<file path="config.mk">
export PLATFORM = sky130hd
export DESIGN_NAME = muldiv_unit
export DESIGN_NICKNAME = d
export VERILOG_FILES = /design/src/rtl/mips_pkg.sv /design/src/rtl/muldiv_unit.sv
export SDC_FILE = /design/constraint.sdc
export NUM_CORES = 1
export LEC_CHECK = 0
export CAP_MARGIN = 25
export CORE_UTILIZATION = 55
export CTS_CLUSTER_DIAMETER = 120
export CTS_CLUSTER_SIZE = 8
export DETAILED_ROUTE_END_ITERATION = 10
export PLACE_DENSITY_LB_ADDON = 0.08
export SLEW_MARGIN = 20
export SYNTH_ARGS = -nofsm -noshare
export SYNTH_HDL_FRONTEND = slang
export SYNTH_SLANG_ARGS = --single-unit
</file>
<file path="constraint.sdc">
create_clock -name clk -period 7.3 [get_ports clk]
set_input_delay 2.19 -clock clk [delete_from_list [all_inputs] [get_ports clk]]
set_output_delay 2.19 -clock clk [all_outputs]
set_load 0.02 [all_outputs]
</file>
<file path="src/rtl/mips_pkg.sv">
// Shared MIPS definitions: HI/LO unit op codes and FSM states.
// Includes the operand magnitude helper used when a multiply or divide is accepted.
package mips_pkg;

  typedef enum logic [1:0] {
    OP_MULT  = 2'b00,
    OP_MULTU = 2'b01,
    OP_DIV   = 2'b10,
    OP_DIVU  = 2'b11
  } op_e;

  typedef enum logic [1:0] {
    IDLE = 2'b00,
    RUN  = 2'b01,
    FIX  = 2'b10
  } md_state_e;

  function automatic logic [31:0] mag32(
    input logic [31:0] x,
    input logic        sgn
  );
    return (sgn && x[31]) ? (32'd0 - x) : x;
  endfunction

endpackage

</file>
<file path="src/rtl/muldiv_unit.sv">
// Iterative HI/LO multiply/divide unit: shift-add multiply and restoring divide
// on operand magnitudes, with sign correction applied in a final fix-up cycle.
module muldiv_unit
  import mips_pkg::*;
#(
  parameter int ITER = 32
) (
  input  logic        clk,
  input  logic        rst,
  input  logic        start,
  input  logic [1:0]  op,
  input  logic [31:0] a,
  input  logic [31:0] b,
  input  logic        hi_we,
  input  logic        lo_we,
  input  logic [31:0] wdata,
  output logic        busy,
  output logic        done,
  output logic        div_zero,
  output logic [31:0] hi,
  output logic [31:0] lo
);

  localparam int CW = $clog2(ITER + 1);
  localparam logic [CW-1:0] LAST = CW'(ITER - 1);

  md_state_e     state_q;
  op_e           op_q;
  logic [CW-1:0] cnt_q;
  logic [63:0]   acc_q;
  logic [31:0]   opnd_q;
  logic          negq_q;
  logic          negr_q;
  logic          dz_q;

  op_e         op_in;
  logic        sgn_in;
  logic        div_in;
  logic        is_mul;
  logic [32:0] madd;
  logic [33:0] dsub;
  logic [63:0] step_d;
  logic [63:0] prod_fix;
  logic [31:0] quo_fix;
  logic [31:0] rem_fix;

  assign op_in  = op_e'(op);
  assign sgn_in = (op_in == OP_MULT) || (op_in == OP_DIV);
  assign div_in = (op_in == OP_DIV) || (op_in == OP_DIVU);
  assign is_mul = (op_q == OP_MULT) || (op_q == OP_MULTU);

  // acc holds {partial product, multiplier} or {remainder, dividend/quotient}
  always_comb begin
    madd   = {1'b0, acc_q[63:32]} + {1'b0, (acc_q[0] ? opnd_q : 32'd0)};
    dsub   = {1'b0, acc_q[63:31]} - {2'b00, opnd_q};
    step_d = acc_q;
    if (is_mul)
      step_d = {madd, acc_q[31:1]};
    else if (!dsub[33])
      step_d = {dsub[31:0], acc_q[30:0], 1'b1};
    else
      step_d = {acc_q[62:0], 1'b0};
  end

  always_comb begin
    prod_fix = negq_q ? (64'd0 - acc_q) : acc_q;
    quo_fix  = negq_q ? (32'd0 - acc_q[31:0]) : acc_q[31:0];
    rem_fix  = negr_q ? (32'd0 - acc_q[63:32]) : acc_q[63:32];
  end

  always_ff @(posedge clk) begin
    if (rst) begin
      state_q  <= IDLE;
      op_q     <= OP_MULT;
      cnt_q    <= '0;
      acc_q    <= '0;
      opnd_q   <= '0;
      negq_q   <= 1'b0;
      negr_q   <= 1'b0;
      dz_q     <= 1'b0;
      busy     <= 1'b0;
      done     <= 1'b0;
      div_zero <= 1'b0;
      hi       <= '0;
      lo       <= '0;
    end else begin
      done     <= 1'b0;
      div_zero <= 1'b0;
      unique case (state_q)
        IDLE: begin
          if (hi_we) hi <= wdata;
          if (lo_we) lo <= wdata;
          if (start) begin
            op_q   <= op_in;
            cnt_q  <= '0;
            acc_q  <= {32'd0, mag32(a, sgn_in)};
            opnd_q <= mag32(b, sgn_in);
            negq_q <= sgn_in && (a[31] ^ b[31]);
            negr_q <= sgn_in && a[31];
            dz_q   <= div_in && (b == 32'd0);
            busy   <= 1'b1;
            // divide by zero skips iteration and finishes on the next edge
            state_q <= (div_in && (b == 32'd0)) ? FIX : RUN;
          end
        end
        RUN: begin
          acc_q <= step_d;
          cnt_q <= cnt_q + 1'b1;
          if (cnt_q == LAST) state_q <= FIX;
        end
        FIX: begin
          busy     <= 1'b0;
          done     <= 1'b1;
          div_zero <= dz_q;
          state_q  <= IDLE;
          if (!dz_q) begin
            if (is_mul) begin
              hi <= prod_fix[63:32];
              lo <= prod_fix[31:0];
            end else begin
              hi <= rem_fix;
              lo <= quo_fix;
            end
          end
        end
        default: state_q <= IDLE;
      endcase
    end
  end

endmodule

</file>
==> results of run 1 <==
-- layer usage --
metal  global-route usage, %  vias up
li1                        -     6589
met3                   4.681       64
met5                       0        -
met4                   10.96        0
met1                   47.37     6349
met2                   51.04      524
-- Yosys cell counts (all sizes together) (7+ instances only) --
| master | count | area (sq um) |
|---|---|---|
| nor2 | 210 | 788.3 |
| dfxtp | 175 | 3503 |
| a21oi | 152 | 768.2 |
| nand2 | 137 | 516.8 |
| o21ai | 122 | 610.6 |
| clkbuf | 91 | 342.8 |
| xnor2 | 90 | 788.3 |
| a211oi | 89 | 668.1 |
| xor2 | 77 | 674.4 |
| ha | 69 | 863.3 |
| inv | 57 | 214.0 |
| a21o | 38 | 285.3 |
| o22ai | 32 | 200.2 |
| nor3 | 30 | 166.4 |
| mux2 | 28 | 315.3 |
| o31ai | 24 | 185.2 |
| a31oi | 23 | 143.9 |
| nand2b | 21 | 131.4 |
| mux2i | 20 | 200.2 |
| or3 | 20 | 130.1 |
| a22oi | 19 | 142.6 |
| buf | 17 | 73.82 |
| nand3 | 16 | 80.08 |
| nor4 | 15 | 106.4 |
| o41ai | 15 | 131.4 |
| or4 | 14 | 116.4 |
| and3 | 13 | 81.33 |
| and2 | 12 | 75.07 |
| nor2b | 11 | 68.82 |
| a221o | 9 | 90.09 |
| a311oi | 9 | 78.83 |
| o21bai | 9 | 67.56 |
| a21boi | 7 | 52.55 |
| nand4 | 7 | 43.79 |
| o211ai | 7 | 57.55 |
-- power by group through the flow --
stage / Combinational (mW) / Clock [mW] / Sequential (mW)
final: 0.904 / 0.953 / 1.13
after floorplan: 0.570 / 0 / 1.15
after CTS: 0.890 / 0.952 / 1.12
after global placement: 0.871 / 0 / 1.14
after global routing: 0.983 / 0.991 / 1.14
after detailed placement: 0.885 / 0 / 1.14
-- cells by family (layout without fill, tap and decap cells) --
| logic type | Yosys count | in the layout |
|---|---|---|
| AOI/OAI and AO/OA | 599 | 599 |
| and+or+nand+nor | 525 | 525 |
| DFF | 175 | 175 |
| xor gates and xnor gates | 167 | 167 |
| other | 0 | 2 |
| buffers and inverters | 165 | 276 |
| muxes | 48 | 48 |
| adders and majority gates | 71 | 71 |
-- layout make-up --
type / count / area (sq um) / area share, %
diodes: 2 / 5.005 / 0.03166
well taps: 319 / 399.1 / 2.525
repair buffers: 187 / 1832 / 11.59
multi-input cells: 1410 / 9255 / 58.54
inverters: 57 / 214.0 / 1.353
clock inverters: 15 / 172.7 / 1.092
clock buffers: 17 / 425.4 / 2.691
flip-flops and latches: 175 / 3506 / 22.18
-- sequential cells by signal, indices dropped and copies added (netlist names), 2 cells and up --
| signal | count |
|---|---|
| cnt_q | 6 |
| lo | 32 |
| hi | 32 |
| opnd_q | 32 |
| acc_q | 64 |
| state_q | 2 |
-- how the worst max path moves through the flow --
stage,from,to,slack [ns],depth (start not counted)
after floorplan,b[4],opnd_q[27]$_SDFFE_PP0P_,2.93,9
final,a[9],acc_q[29]$_SDFFE_PP0P_,2.47,10
after CTS,a[9],acc_q[29]$_SDFFE_PP0P_,2.51,10
after global placement,a[9],acc_q[29]$_SDFFE_PP0P_,2.20,10
after global routing,a[9],acc_q[29]$_SDFFE_PP0P_,2.28,10
after detailed placement,a[9],acc_q[29]$_SDFFE_PP0P_,2.09,10
-- worst max-delay path: cells and delay by family --
kind,cells,cell delay [ns]
AOI/OAI and AO/OA,2,0.56
buffers and inverters,1,0.45
and+or+nand+nor,6,1.88
xor gates and xnor gates,1,0.11
-- metrics by stage --
step | std cells | worst slack (ns) | total power, mW
after floorplan | 1750 | 2.934 | 1.717
after global placement | 2146 | 2.197 | 2.012
after detailed placement | 2147 | 2.090 | 2.029
after CTS | 2179 | 2.507 | 2.964
after global routing | 2181 | 2.279 | 3.110
final | 2182 | 2.465 | 2.983
-- cell usage in the layout, fill, tap and decap left out, drive strengths merged, types with 11 or more instances in the layout --
cell | netlist | final
a211oi | 89 | 89
a21o | 38 | 38
a21oi | 152 | 152
a22oi | 19 | 19
a31oi | 23 | 23
and2 | 12 | 12
and3 | 13 | 13
buf | 17 | 19
clkbuf | 91 | 17
clkdlybuf4s50 | 0 | 168
dfxtp | 175 | 175
ha | 69 | 69
inv | 57 | 64
mux2 | 28 | 28
mux2i | 20 | 20
nand2 | 137 | 137
nand2b | 21 | 21
nand3 | 16 | 16
nor2 | 210 | 210
nor2b | 11 | 11
nor3 | 30 | 30
nor4 | 15 | 15
o21ai | 122 | 122
o22ai | 32 | 32
o31ai | 24 | 24
o41ai | 15 | 15
or3 | 20 | 20
or4 | 14 | 14
xnor2 | 90 | 90
xor2 | 77 | 77
==> flow_summary_export.csv, run 1 <==
group,metric,value,unit
clocking,ctsResizeCount,0,
drt,first_pass_iters,5,
placement,port_buffers,169,
drt,via_per_inst,6.199,
global_route,overflow,0,
clocking,hold_buffers,0,
cells_and_area,fillCellCount,2145,
floorplanning,num_rows,56,
setup_path,cp.arrival,5.19,ns
floorplanning,die_w,157.8,um
drt,first_iter_violations,1315,
yosys,synth_top_family_by_area,"compound AO/OA/AOI/OAI gates",
yosys,synth-main-ff-cell,"dfxtp_1",
sta,min_period_over_period,66.23,%
sta,whs,0.4584,ns
pwr,combPwrFrac,30.3,%
cells_and_area,fin_area,0.01581,sq mm
floorplanning,start_util,56.55,%
clocking,clk_latency,0.45,ns
sta,max_freq,206.8,MHz
setup_path,cp_common_cell,"nor4_1",
sta,rsz0062_at_grt,"no",
drt,num_vias,13530,
setup_path,critical_path_peak_fanout,4,
floorplanning,core,0.02361,sq mm
setup_path,worst_ep_required_time,7.66,ns
setup_path,crit_path_start_kind,"input port",
setup_path,r2r_setup_slack,3.27,ns
clocking,cts-root-buf,"clkbuf_16",
cells_and_area,final_nets,2022,
status,status,"completed",
sta,finClkSkew,0.01398,ns
yosys,yosys_warnings,0,
drt,drtAntennaViolNets,0,
setup_path,slowest_delay,0.59,ns
pwr,irDropWorstVdd,135.4,uV
sta,slew-limit-headroom,31.41,%
min_path,worstHoldStart,"opnd_q[31]$_SDFFE_PP0P_",
run,drv_cap,0,
drt,m1WireLength,19120,um
yosys,syn_nets,1924,
yosys,synth-compound-area-share,28.99,%
yosys,syn_area,0.01335,sq mm
yosys,ys_async_sr_fraction,0,%
cells_and_area,fin_util,66.95,%
min_path,hold_class,"register to register",
yosys,synth_edf_count,0,
floorplanning,ios,170,
yosys,synth.area.mux_share,3.860,%
min_path,min_to,"opnd_q[31]$_SDFFE_PP0P_",
drt,routed-wl-met3,3037,um
sta,slew_viol_final,0,
drt,wire_per_inst,18.94,um
setup_path,r2r-start,"acc_q[31]$_SDFFE_PP0P_",
global_route,grt_antenna_before_repair,1,
clocking,cts.path.max_buffers,2,
pwr,internal_power,1.906,mW
yosys,synthCells,1750,
yosys,ys_types,78,
sta,setup_tns,0,ns
sta,hold_violations,0,
sta,finalSetupViolations,0,
placement,placed_cell_area,0.01518,sq mm
pwr,share_seq_of_total_power,37.7,%
setup_path,regToRegEndpoint,"acc_q[56]$_SDFFE_PP0P_",
pwr,clkPwrFrac,32.0,%
pwr,swShare,36.09,%
drt,top_layer,"met4",
pwr,switchingPower,1.076,mW
setup_path,path_class,"input port to register",
clocking,cts_setup_buffers,0,
yosys,synth_xor_xnor_area_share,10.95,%
pwr,cellPowerDensity,188.7,mW/mm^2
placement,dp_hpwl,30930,um
clocking,cts_tree,"done",
yosys,yosysSeqAreaShare,26.23,%
yosys,yosys.area_share.simple,18.48,%
drt,met2WireLength,18090,um
drt,wirelength,41330,um
placement,gp_congestion,0.9380,
global_route,grt_pass1_wl,64840,um
drt,route.detailed.drc,0,
global_route,grt_max_degree,85,
global_route,grt_pass1_vias,12210,
setup_path,reg2reg_depth,14,
floorplanning,fp.dieArea,0.02491,sq mm
clocking,cts_max_level,4,
global_route,grtUsageTotal,33.23,%
yosys,synth_seq_cells,175,
clocking,clk_pin_slew,0.07,ns
setup_path,path_cells,"clkdlybuf4s50_1, or3_1, nor4_1, nand3_1, nor4_1, and2_1, nand3b_1, o41ai_1, xor2_1, a211oi_1",
sta,worst_slew_pin_slew,1.018,ns
sta,layout_min_cycle_time,4.835,ns
clocking,cts-buffers-inserted,17,
floorplanning,die-height,157.8,um
cells_and_area,syn_to_final_growth,18.38,%
setup_path,critPathSlowestCell,"nor4_1",
clocking,cts.sinks,175,
yosys,avgSynthCellArea,7.631,sq um
min_path,whs_path_depth,2,
yosys,synth_fa_ha_area_share,6.765,%
pwr,p_leak,6.127,nW
cells_and_area,layout-drive-gt1-share,6.126,%
setup_path,end_kind,"register",
Note: power is estimated with default switching activity, not from simulation.
==> inputs of run 2 (changes only) <==
- clock period: 7.3 -> 4.6 ns (I/O delays scaled with it)
==> run 2 against run 1 <==
Global-route usage is essentially flat. Worst hold slack got worse by 0.0032 ns. First-iteration DRC count shrank 12%. Cell area up 0.77%. Setup slack worse by 1.8 ns.
==> flow_summary_export.csv, run 2 (synthesis results as in run 1) <==
group,metric,value,unit
drt,first_pass_iters,6,
floorplanning,num_rows,56,
global_route,overflow,0,
global_route,grt_pass1_vias,12040,
placement,port_buffers,169,
global_route,grt_antenna_before_repair,0,
sta,slew-limit-headroom,32.77,%
clocking,cts.path.max_buffers,2,
setup_path,critical_path_peak_fanout,12,
pwr,irDropWorstVdd,195.1,uV
cells_and_area,largest_register_ffs,64,
sta,hold_violations,0,
floorplanning,core,0.02361,sq mm
setup_path,regToRegEndpoint,"acc_q[62]$_SDFFE_PP0P_",
cells_and_area,final_common_cell,"nor2_1",
pwr,cellPowerDensity,300.0,mW/mm^2
cells_and_area,top_register,"acc_q",
sta,setup_tns,0,ns
sta,finalSetupViolations,0,
clocking,cts_tree,"done",
cells_and_area,fin_area,0.01593,sq mm
min_path,whs_path_depth,2,
clocking,cts_max_level,4,
sta,slew_viol_final,0,
cells_and_area,fillCellCount,2071,
sta,max_freq,251.4,MHz
clocking,hold_buffers,0,
drt,wirelength,41530,um
setup_path,startpoint,"acc_q[0]$_SDFFE_PP0P_",
clocking,cts_setup_buffers,0,
setup_path,cp.arrival,4.32,ns
min_path,min_to,"hi[0]$_SDFFE_PP0P_",
pwr,p_leak,6.204,nW
placement,placed_cell_area,0.01527,sq mm
cells_and_area,layout-drive-gt1-share,6.674,%
clocking,clk_latency,0.45,ns
setup_path,r2r_setup_slack,0.62,ns
global_route,grtUsageTotal,33.21,%
global_route,grt_pass1_wl,64680,um
clocking,cts.sinks,175,
min_path,worstHoldStart,"hi[0]$_SDFFE_PP0P_",
drt,route.detailed.drc,0,
setup_path,end_kind,"register",
status,status,"completed",
drt,first_iter_violations,1155,
sta,rsz0062_at_grt,"no",
sta,finClkSkew,0.01715,ns
clocking,ctsResizeCount,0,
sta,min_period_over_period,86.49,%
setup_path,path_class,"register to register",
placement,gp_congestion,0.9762,
drt,wire_per_inst,18.94,um
floorplanning,start_util,56.55,%
cells_and_area,final_nets,2034,
global_route,grt_max_degree,73,
min_path,hold_class,"register to register",
drt,via_per_inst,6.194,
cells_and_area,layout_common_cells,"209 x nor2_1, 174 x dfxtp_1, 168 x clkdlybuf4s50_1",
setup_path,r2r-start,"acc_q[0]$_SDFFE_PP0P_",
cells_and_area,syn_to_final_growth,19.29,%
clocking,cts-root-buf,"clkbuf_16",
placement,dp_hpwl,31540,um
sta,worst_slew_pin_slew,1.009,ns
floorplanning,ios,170,
clocking,clk_pin_slew,0.07,ns
clocking,cts-buffers-inserted,17,
floorplanning,fp.dieArea,0.02491,sq mm
setup_path,reg2reg_depth,14,
drt,drtAntennaViolNets,0,
floorplanning,die_w,157.8,um
setup_path,crit_path_start_kind,"register",
drt,num_vias,13580,
sta,layout_min_cycle_time,3.978,ns
cells_and_area,n_antenna_cell,0,
run,drv_cap,0,
setup_path,worst_ep_required_time,4.94,ns
floorplanning,die-height,157.8,um
-- run 2: worst max-delay path, stage by stage (launching register included) --
cell and delay, ns:
dfxtp_1 0.39, inv_1 0.36, buf_4 0.27, nor2_1 0.06, ha_1 0.34, a21oi_1 0.26, o221ai_1 0.18, or4b_1 0.59
o21ai_1 0.29, o21ai_1 0.20, a221o_1 0.33, a21oi_1 0.18, xnor2_1 0.08, a22o_1 0.19, a21o_1 0.14
-- run 2: worst max-delay path by stage --
stage / endpoint / slack, ns / cells past startpoint
final: acc_q[62]$_SDFFE_PP0P_ / 0.62 / 14
after global routing: acc_q[61]$_SDFFE_PP0P_ / 0.44 / 14
after CTS: acc_q[28]$_SDFFE_PP0P_ / 0.65 / 12
after detailed placement: acc_q[28]$_SDFFE_PP0P_ / 0.20 / 12
after global placement: acc_q[28]$_SDFFE_PP0P_ / 0.37 / 12
after floorplan: opnd_q[27]$_SDFFE_PP0P_ / 1.04 / 9
-- run 2: layer usage --
metal / global-route usage, % / vias to the layer above / wire length [um] / share of wire, %
li1: - / 6612 / - / -
met1: 47.76 / 6326 / 19040 / 46
met2: 51.48 / 578 / 18360 / 44
met3: 4.489 / 62 / 3253 / 7.8
met4: 9.200 / 0 / 874 / 2.1
met5: 0 / - / 0 / 0
-- run 2: cell type report --
type | instances | area, sq um | area share [%]
clock buffer | 17 | 425.4 | 2.670
timing repair buffer | 199 | 1926 | 12.09
tap | 319 | 399.1 | 2.505
inverter | 57 | 214.0 | 1.343
multi-input combinational | 1410 | 9249 | 58.06
sequential | 175 | 3505 | 22.00
clock inverter | 15 | 212.7 | 1.335
-- run 2: power breakdown --
part / switching [mW] / total (mW) / internal (mW)
Combinational: 0.833 / 1.45 / 0.612
Clock: 0.752 / 1.55 / 0.795
Sequential: 0.145 / 1.79 / 1.64
Total: 1.73 / 4.78 / 3.05
-- run 2: per-stage QoR --
| step | total power [mW] | util, % | setup WS (ns) | instances | hold WS, ns |
|---|---|---|---|---|---|
| floorplan | 2.724 | - | 1.044 | 1750 | 0.4319 |
| global placement | 3.201 | 64.62 | 0.3696 | 2157 | 0.4439 |
| detailed placement | 3.230 | 64.65 | 0.1983 | 2158 | 0.4451 |
| CTS | 4.762 | 67.35 | 0.6546 | 2190 | 0.4560 |
| global route | 4.986 | 67.47 | 0.4401 | 2192 | 0.4880 |
| finish | 4.779 | 67.47 | 0.6217 | 2192 | 0.4552 |
